**src/rtl/addsub_settle_monitor_pkg.sv**
```systemverilog
// Shared types for the add/sub settle monitor: FSM states, the per-vector record
// and a helper that validates the window / counter width pairing.
package addsub_mon_pkg;

    typedef enum logic [1:0] {
        IDLE,
        WATCH,
        DONE
    } state_t;

    localparam int REC_CNT_W = 8;

    typedef struct packed {
        logic [REC_CNT_W-1:0] settle;
        logic                 mismatch;
    } rec_t;

    // The settle count reaches WINDOW, so the counter must hold that value.
    function automatic bit cnt_w_fits(input int window, input int cnt_w);
        return (window >= 2) && ((64'd1 << cnt_w) > 64'(window));
    endfunction

endpackage

```
**src/rtl/addsub_settle_monitor_if.sv**
```systemverilog
// Bundle of stimulus echo, DUT response and record handshake seen by the settle monitor.
// master = harness/sink side, slave = monitor side.
interface addsub_settle_monitor_if #(
    parameter int WIDTH = 32,
    parameter int CNT_W = 8
);
    logic             apply;
    logic [WIDTH-1:0] a;
    logic [WIDTH-1:0] b;
    logic             sub;
    logic [WIDTH-1:0] ans;
    logic             cout;
    logic             v;
    logic             rec_valid;
    logic             rec_ready;
    logic [CNT_W-1:0] rec_settle;
    logic             rec_mismatch;
    logic             busy;
    logic             overrun;
    logic [31:0]      vec_count;

    modport master (
        output apply, a, b, sub, ans, cout, v, rec_ready,
        input  rec_valid, rec_settle, rec_mismatch, busy, overrun, vec_count
    );

    modport slave (
        input  apply, a, b, sub, ans, cout, v, rec_ready,
        output rec_valid, rec_settle, rec_mismatch, busy, overrun, vec_count
    );
endinterface

```
**src/rtl/addsub_settle_monitor_golden.sv**
```systemverilog
// Combinational reference adder/subtractor used to judge the observed DUT result.
module addsub_golden #(
    parameter int WIDTH = 32
) (
    input  logic [WIDTH-1:0] a,
    input  logic [WIDTH-1:0] b,
    input  logic             sub,
    output logic [WIDTH-1:0] sum,
    output logic             cout,
    output logic             v
);
    logic [WIDTH-1:0] b_eff;
    logic [WIDTH:0]   total;

    // Subtraction is a + ~b + 1, so carry-out means "no borrow".
    always_comb begin
        b_eff = sub ? ~b : b;
        total = {1'b0, a} + {1'b0, b_eff} + {{WIDTH{1'b0}}, sub};
        sum   = total[WIDTH-1:0];
        cout  = total[WIDTH];
        v     = (a[WIDTH-1] == b_eff[WIDTH-1]) && (sum[WIDTH-1] != a[WIDTH-1]);
    end
endmodule

```
**src/rtl/addsub_settle_monitor.sv**
```systemverilog
// Watches the adder/subtractor outputs for WINDOW cycles after each vector and emits a
// settle/mismatch record. Define ADDSUB_CHECK_EN to build the golden-model comparison.
module addsub_settle_monitor
    import addsub_mon_pkg::*;
#(
    parameter int WIDTH  = 32,
    parameter int WINDOW = 100,
    parameter int CNT_W  = REC_CNT_W
) (
    input logic clk,
    input logic rst,
    addsub_settle_monitor_if.slave bus
);
    generate
        if (!cnt_w_fits(WINDOW, CNT_W) || (CNT_W != REC_CNT_W)) begin : g_bad_cfg
            $error("addsub_settle_monitor: WINDOW must be >= 2 and fit in CNT_W bits");
        end
    endgenerate

    localparam logic [CNT_W-1:0] LAST_K = CNT_W'(WINDOW - 1);

    state_t           state;
    state_t           state_next;
    logic [CNT_W-1:0] k;
    logic [CNT_W-1:0] k_inc;
    logic [CNT_W-1:0] last;
    logic [WIDTH+1:0] prev;
    logic [WIDTH+1:0] sample;
    rec_t             rec;
    logic [31:0]      vec_count;
    logic             overrun;
    logic             handshake;
    logic             start;
    logic             apply_lost;
    logic             changed;
    logic             mismatch_now;

    assign sample     = {bus.ans, bus.cout, bus.v};
    assign k_inc      = k + CNT_W'(1);
    assign changed    = (sample != prev);
    assign handshake  = (state == DONE) && bus.rec_ready;
    assign start      = bus.apply && ((state == IDLE) || handshake);
    assign apply_lost = bus.apply && ((state == WATCH) || ((state == DONE) && !bus.rec_ready));

`ifdef ADDSUB_CHECK_EN
    logic [WIDTH-1:0] op_a;
    logic [WIDTH-1:0] op_b;
    logic             op_sub;
    logic [WIDTH-1:0] gold_sum;
    logic             gold_cout;
    logic             gold_v;

    always_ff @(posedge clk) begin
        if (rst) begin
            op_a   <= '0;
            op_b   <= '0;
            op_sub <= 1'b0;
        end else if (start) begin
            op_a   <= bus.a;
            op_b   <= bus.b;
            op_sub <= bus.sub;
        end
    end

    addsub_golden #(.WIDTH(WIDTH)) u_golden (
        .a    (op_a),
        .b    (op_b),
        .sub  (op_sub),
        .sum  (gold_sum),
        .cout (gold_cout),
        .v    (gold_v)
    );

    assign mismatch_now = (sample != {gold_sum, gold_cout, gold_v});
`else
    assign mismatch_now = 1'b0;
`endif

    always_ff @(posedge clk) begin
        if (rst) begin
            state <= IDLE;
        end else begin
            state <= state_next;
        end
    end

    always_comb begin
        state_next = state;
        case (state)
            IDLE:    if (bus.apply) state_next = WATCH;
            WATCH:   if (k_inc == LAST_K) state_next = DONE;
            DONE:    if (bus.rec_ready) state_next = bus.apply ? WATCH : IDLE;
            default: state_next = IDLE;
        endcase
    end

    // The final window cycle still compares, so its change must count toward settle.
    always_ff @(posedge clk) begin
        if (rst) begin
            k         <= '0;
            last      <= '0;
            prev      <= '0;
            rec       <= '0;
            vec_count <= '0;
            overrun   <= 1'b0;
        end else begin
            if (start) begin
                k    <= '0;
                last <= '0;
                prev <= sample;
            end else if (state == WATCH) begin
                k <= k_inc;
                if (changed) begin
                    last <= k_inc;
                    prev <= sample;
                end
                if (k_inc == LAST_K) begin
                    rec.settle   <= (changed ? k_inc : last) + CNT_W'(1);
                    rec.mismatch <= mismatch_now;
                end
            end
            if (handshake) vec_count <= vec_count + 32'd1;
            if (apply_lost) overrun <= 1'b1;
        end
    end

    always_comb begin
        bus.rec_valid    = (state == DONE);
        bus.busy         = (state != IDLE);
        bus.rec_settle   = rec.settle;
        bus.rec_mismatch = rec.mismatch;
        bus.overrun      = overrun;
        bus.vec_count    = vec_count;
    end
endmodule

```
**src/flat_wrapper.sv**
```systemverilog
// flat-port wrapper written by rule: the top's interface ports become plain ports
module addsub_settle_monitor_flat import addsub_mon_pkg::*;
#(
    parameter int WIDTH  = 32,
    parameter int WINDOW = 100,
    parameter int CNT_W  = REC_CNT_W
)
  (clk, rst, bus_apply, bus_a, bus_b, bus_sub, bus_ans, bus_cout, bus_v, bus_rec_ready, bus_rec_valid, bus_rec_settle, bus_rec_mismatch, bus_busy, bus_overrun, bus_vec_count);
  addsub_settle_monitor_if #(.WIDTH(WIDTH), .CNT_W(CNT_W)) bus_i ();
  input logic clk;
  input logic rst;
  input wire logic [$bits(bus_i.apply)-1:0] bus_apply;
  input wire logic [$bits(bus_i.a)-1:0] bus_a;
  input wire logic [$bits(bus_i.b)-1:0] bus_b;
  input wire logic [$bits(bus_i.sub)-1:0] bus_sub;
  input wire logic [$bits(bus_i.ans)-1:0] bus_ans;
  input wire logic [$bits(bus_i.cout)-1:0] bus_cout;
  input wire logic [$bits(bus_i.v)-1:0] bus_v;
  input wire logic [$bits(bus_i.rec_ready)-1:0] bus_rec_ready;
  output wire logic [$bits(bus_i.rec_valid)-1:0] bus_rec_valid;
  output wire logic [$bits(bus_i.rec_settle)-1:0] bus_rec_settle;
  output wire logic [$bits(bus_i.rec_mismatch)-1:0] bus_rec_mismatch;
  output wire logic [$bits(bus_i.busy)-1:0] bus_busy;
  output wire logic [$bits(bus_i.overrun)-1:0] bus_overrun;
  output wire logic [$bits(bus_i.vec_count)-1:0] bus_vec_count;
  assign bus_i.apply = bus_apply;
  assign bus_i.a = bus_a;
  assign bus_i.b = bus_b;
  assign bus_i.sub = bus_sub;
  assign bus_i.ans = bus_ans;
  assign bus_i.cout = bus_cout;
  assign bus_i.v = bus_v;
  assign bus_i.rec_ready = bus_rec_ready;
  assign bus_rec_valid = bus_i.rec_valid;
  assign bus_rec_settle = bus_i.rec_settle;
  assign bus_rec_mismatch = bus_i.rec_mismatch;
  assign bus_busy = bus_i.busy;
  assign bus_overrun = bus_i.overrun;
  assign bus_vec_count = bus_i.vec_count;
  addsub_settle_monitor #(.WIDTH(WIDTH), .WINDOW(WINDOW), .CNT_W(CNT_W)) u_core (.clk(clk), .rst(rst), .bus(bus_i));
endmodule
```
**config.mk**
```make
export PLATFORM = sky130hd
export DESIGN_NAME = addsub_settle_monitor_flat
export DESIGN_NICKNAME = d
export VERILOG_FILES = /design/src/rtl/addsub_settle_monitor_pkg.sv /design/src/rtl/addsub_settle_monitor_if.sv /design/src/rtl/addsub_settle_monitor_golden.sv /design/src/rtl/addsub_settle_monitor.sv /design/src/flat_wrapper.sv
export SDC_FILE = /design/constraint.sdc
export NUM_CORES = 1
export LEC_CHECK = 0
export CAP_MARGIN = 10
export CORE_MARGIN = 4
export CORE_UTILIZATION = 45
export CTS_CLUSTER_SIZE = 30
export DETAILED_ROUTE_END_ITERATION = 7
export DONT_BUFFER_PORTS = 1
export GPL_TIMING_DRIVEN = 0
export PLACE_DENSITY = 0.73
export RECOVER_POWER = 100
export SYNTH_ARGS = -nofsm -noshare
export SYNTH_HDL_FRONTEND = slang
export SYNTH_SLANG_ARGS = --single-unit
```
**constraint.sdc**
```tcl
create_clock -name clk -period 2.8 [get_ports clk]
set_input_delay 0.42 -clock clk [delete_from_list [all_inputs] [get_ports clk]]
set_output_delay 0.42 -clock clk [all_outputs]
set_load 0.1 [all_outputs]
```
# After elaboration in Yosys (flattened, before gate mapping)
# Index checks and enable logic that the tools add are counted.
[totals]
output_inout_bits = 44
regBits = 93
word_cells = 42
[op_classes]
reduce_logical = 15
addsub = 3
n_eq_ne = 7
n_mux = 9
bitwise = 1
[ops]
columns = ["op", "n"]
rows = [
  ["$mux W34", 3],
  ["$ne A34 B34 Y1", 1],
  ["$add A32 B1 Y32 const B", 1],
  ["$add A8 B1 Y8 const B", 2],
  ["$eq A8 B7 Y1 const B", 1],
  ["$mux W8", 1],
  ["$mux W2", 3],
  ["$pmux W2 S3", 1],
  ["$reduce_and A3 Y1", 2],
  ["$reduce_bool A2 Y1", 3],
  ["$logic_and A1 B1 Y1", 4],
  ["$ne A2 B2 Y1 const B", 2],
  ["$eq A2 B1 Y1 const B", 1],
  ["$eq A2 B2 Y1 const B", 1],
  ["$logic_not A2 Y1", 1],
  ["$logic_or A1 B1 Y1", 2],
  ["$ne A2 B1 Y1 const B", 1],
  ["$reduce_and A2 Y1", 1],
  ["$reduce_or A2 Y1", 1],
  ["$logic_not A1 Y1", 1],
  ["$mux W1", 1],
  ["$not A1 Y1", 1],
]

# Depth between registers and ports, before layout
[depth]
word_depth = 6
mapped_depth = 15
depth_no_buf = 14

# Worst setup path before layout
# OpenSTA, ideal clock, no wires.
[synth_timing]
path_type = "in2reg"
startpoint = "input port bus_ans[3]"
endpoint = "register u_core.rec (netlist bit u_core.bus.rec_settle[6])"
t_required_ps = 2730
slack_ps = -102
stages = 15
t_arrival_ps = 2831
setup_ps = 70
cell_sequence = "xor2_1 -> nor4_1 -> nand3_1 -> or3_1 -> buf_2 -> nor2_1 -> a21oi_1 -> ha_1 -> o21ai_0 -> o21ai_0 -> a21oi_1 -> nor2_1 -> xnor2_1 -> a211o_1 -> a21oi_1"
[synth_via]
elab_chain_cells = 3
[synth_lines]
columns = ["element", "line_no", "rtl"]
rows = [
  ["start: declaration", "flat_wrapper.sv:16", "input wire logic [$bits(bus_i.ans)-1:0] bus_ans;"],
  ["$ne A34 B34 Y1", "addsub_settle_monitor.sv:40", "assign changed = (sample != prev);"],
  ["$mux W8", "--", ""],
  ["$add A8 B1 Y8", "addsub_settle_monitor.sv:118", "rec.settle <= (changed ? k_inc : last) + CNT_W'(1);"],
  ["end: declaration", "addsub_settle_monitor.sv:29", "rec_t rec;"],
]
# No other way between the ends.
# A chain may end at the register's enable or synchronous reset.

# Worst setup path after layout
[layout_timing]
startpoint = "register u_core.prev[26]"
endpoint = "register u_core.rec (netlist bit u_core.bus.rec_settle[6])"
[layout_via]
elab_chain_cells = 3
[layout_lines]
columns = ["element", "line_no", "rtl"]
rows = [
  ["start: declaration", "addsub_settle_monitor.sv:27", "logic [WIDTH+1:0] prev;"],
  ["start signal: assignment", "addsub_settle_monitor.sv:110", "prev <= sample;"],
  ["start signal: assignment", "addsub_settle_monitor.sv:115", "prev <= sample;"],
  ["$ne A34 B34 Y1", "addsub_settle_monitor.sv:40", ""],
  ["$mux W8", "--", ""],
  ["$add A8 B1 Y8", "addsub_settle_monitor.sv:118", ""],
]
# No other way between the ends.

==> impl_results.md <==
* Slowest CP cell: nor4_2
* Mapped Area at about 4400 µm²
* Antenna Nets Post-Route at 0
* CP most frequent cell: a21oi_2
* Cell area after layout at 4960 µm²
* Final Skew at 10.7 ps
* Rel. slew slack at -4.39%
* Global route overflow at 0
* Number of fill cells at ~900
* Final setup violating endpoints at 5
* First drt pass iteration count at 4
* Pwr Density at 504 nW/µm²
* Port Buffers at 0
* Final Instance Count excl. Fillers at ~690
* CP cell instances: xor2_1 > nor4_2 > nand3_1 > buf_6 > nor3_4 > mux2i_2 > ha_4 > nand2_1 > o21ai_2 > a21oi_2 > nor2_1 > xnor2_1 > a211o_1 > a21oi_2
* Ys Warns at 0
* # clock sinks at between 90 and 100
* Outcome: complete, but fails checks
* Largest net degree at the start of global routing at 17
* DRC viols at 0
* Avg Vias per Cell at between 5 and 6
* Overall Power at 2.50 mW
* Synth Area per Inst at between 8 and 9 µm²
* Clk buf depth at 2
* Vias in the first global route at 3,482
* Fmax at 334 MHz
* H-tree depth at 3
* CTS Buf Count at 9
* Initial Util at a little under half
* Period Utilization, post-route at 107%
* Critical path capture point type: flop
* Register bit count reported by yosys at 93
* Routed met2 length at between 5000 and 6000 µm
* CP Launch Type: flop
* Max_cap viols at 1
* Worst-margin pin slew at about 1600 ps
* Unique masters post-synth at 43
* Clock slew at reported path FFs at ~100 ps
* Max Used Layer: met4
* Die height at between 100 and 150 µm
* Buf/Inv on CP at 1
* CTS tree: done
* Clk_lat worst skew at roughly 360 ps
* Arr. time, crit path at between 3000 and 4000 ps
* Total track usage at roughly 18%
* RePlAce Congestion at 0.845
* I/O pin cnt at between 100 and 150
* Post-layout net count at 665
* Clk root buf: clkbuf_8
* Placed Instances at roughly 670
* CP peak stage delay at 360 ps
* Die span in x at 107 µm
* Met3 WL at just over 800 µm
* Critical path class: flop to flop
* Row Count at 35
* Final HPWL DP at 7560 µm
* Synth Net Count at 644
* Total vias in the final route at 3,615
* DRT iter0 DRCs at between 150 and 200
* Final WS setup at -196 ps
* Die area at about 11,000 µm²
* Hold Path Class: input port to flop
* Final hold viol count at 0
* Maximum VDD drop at 0.271 mV
* Top post-synthesis cells by area: dfxtp_1 (42%), xor2_1 (12%), nand2_1 (8.3%), a21oi_1 (6.0%), nor2_1 (5.2%)
* Worst Path Max Fanout at 4
* Post-synth EDFFs at 0
* Max-slew violation count at 1
* Worst EP required at a little over 3000 ps
* # diodes at 0
* Minimum clock period at 3000 ps
* Pre-CTS WS at -616 ps
* Placed cell area at 4620 µm²
* Global-route wire length before repair at 16,800 µm
* Synthesis-to-finish area growth at 13.0%
* Asr flop ratio synth at 0%
* Metal1 wirelength at between 4000 and 5000 µm
* Post-synth top flop: dfxtp_1
* Seq/Total Area, Yosys at between 40% and 50%
* Reg2Reg Setup Slack at -200 ps
* Core area at ~9400 µm²
* Synth Instances at about 540
* Pleak at ~1.8 nW
* Delay-heaviest family, CP: simple AND/OR/NAND/NOR gates
* Dominant cell type by area after synthesis: dfxtp_1
* Antenna violations before repair at 0
* # hold bufs at CTS at 0
* Failing checks: capacitance limit, slew limit, setup timing
* Routed WL at between 10,000 and 15,000 µm
* Top cell type's share of synthesized area at 42.4%
* WL per Instance at between 10 and 15 µm
* RSZ-0062 raised after global routing: yes
* Share of cells above drive strength 1 at 12.8%
[metal layers]
| metal | up-vias | global-route usage [%] |
|---|---|---|
| met5 | - | 0 |
| li1 | 1825 | - |
| met1 | 1683 | 22.9 |
| met4 | 0 | 4.66 |
| met3 | 11 | 6.14 |
| met2 | 96 | 30.7 |
[what timing repair did]
action | CTS | global route
gates resized for setup | 25 | 22
buffers inserted | 8 | 1
pin swaps | 14 | 7
endpoints found under the setup margin | 17 | 7
[cells in the final DEF, fill, tap and decap left out, types with 2 or more instances in the layout]
cell / Yosys / final
a211oi_1: 8 / 8
a21oi_1: 53 / 50
a21oi_2: 0 / 2
and3_1: 6 / 6
and4_1: 2 / 2
buf_2: 5 / 4
buf_4: 4 / 12
buf_6: 2 / 3
clkbuf_1: 20 / 22
clkbuf_8: 0 / 9
clkinvlp_4: 0 / 2
dfxtp_1: 93 / 78
dfxtp_2: 0 / 10
dfxtp_4: 0 / 5
ha_1: 4 / 3
inv_1: 6 / 6
inv_6: 0 / 2
mux2i_1: 7 / 6
nand2_1: 97 / 97
nand2b_1: 4 / 4
nand3_1: 20 / 20
nand3b_1: 2 / 2
nand4_1: 8 / 8
nor2_1: 61 / 60
nor2_2: 2 / 2
nor2b_1: 2 / 2
nor3_1: 5 / 5
nor4_1: 10 / 5
nor4_2: 0 / 4
o21ai_0: 7 / 5
o21ai_2: 0 / 2
or3_1: 9 / 8
xnor2_1: 23 / 23
xor2_1: 59 / 57
xor2_2: 0 / 2
[cell type report]
type	count	area [µm²]	share of cell area (%)
Buffer	30	148	2.98
Clock buffer	10	128	2.57
Clock inverter	6	46.3	0.933
Inverter	6	22.5	0.454
Multi-Input combinational cell	407	2480	50.1
Sequential cell	93	1890	38.1
Tap cell	129	161	3.25
Timing Repair Buffer	11	78.8	1.59
[cells in the mapped netlist, drive strengths merged (2+ instances only)]
cell type,n
nor2,63
o21ai,8
clkbuf,20
nor4,10
dfxtp,93
mux2i,7
nor3,6
nand2b,4
xnor2,23
a21oi,53
buf,11
and3,6
nand2,97
ha,4
inv,6
and4,2
a211oi,8
nor2b,2
nand4,8
nand3b,2
or3,9
nand3,20
or2,3
xor2,59
[worst paths after layout]
check                  startpoint                        to  cells after the start
hold / removal              bus_v            u_core.prev[0]                      2
setup reg to reg  u_core.prev[26]  u_core.bus.rec_settle[6]                     14
setup / recovery  u_core.prev[26]  u_core.bus.rec_settle[6]                     14
hold reg to reg   u_core.prev[32]           u_core.prev[32]                      2
[worst reg2reg max path, delay by kind of cell, from the launching register on]
kind	cells	cell delay, ps
mux	1	330
buf+inv	1	170
xor+xnor	2	280
fa+ha+maj	1	200
simple gates	5	980
compound gates	4	600
flops	1	340
[power breakdown]
group | switching (mW) | internal [mW]
sequential | 0.0435 | 1.37
clock | 0.485 | 0.329
combinational | 0.171 | 0.106
[sequential cells by signal, summed over array words and instances, names as in the netlist]
| name | cells |
|---|---|
| u_core.prev | 34 |
| u_core.bus.overrun | 1 |
| u_core.bus.rec_settle | 8 |
| u_core.last | 8 |
| u_core.state | 2 |
| u_core.bus.vec_count | 32 |
| u_core.k | 8 |
[cells by family after synthesis]
| kind of cell | synth area share (%) |
|---|---|
| other cells | 0.0854 |
| flops | 42.4 |
| xor+xnor | 16.4 |
| compound gates | 9.86 |
| buf+inv | 3.99 |
| simple gates | 24.6 |
| mux | 1.60 |
| fa+ha+maj | 1.14 |
[stage by stage]
stage / TNS, ps / hold WS (ps) / util (%)
CTS: -166 / 164 / 52.7
floorplan: 0 / 444 / -
global placement: -1930 / 450 / 48.9
finish: -452 / 178 / 53.0
detailed placement: -2450 / 455 / 49.3
global route: -1370 / 165 / 53.0
No activity file was read; power rests on OpenSTA's default activity.
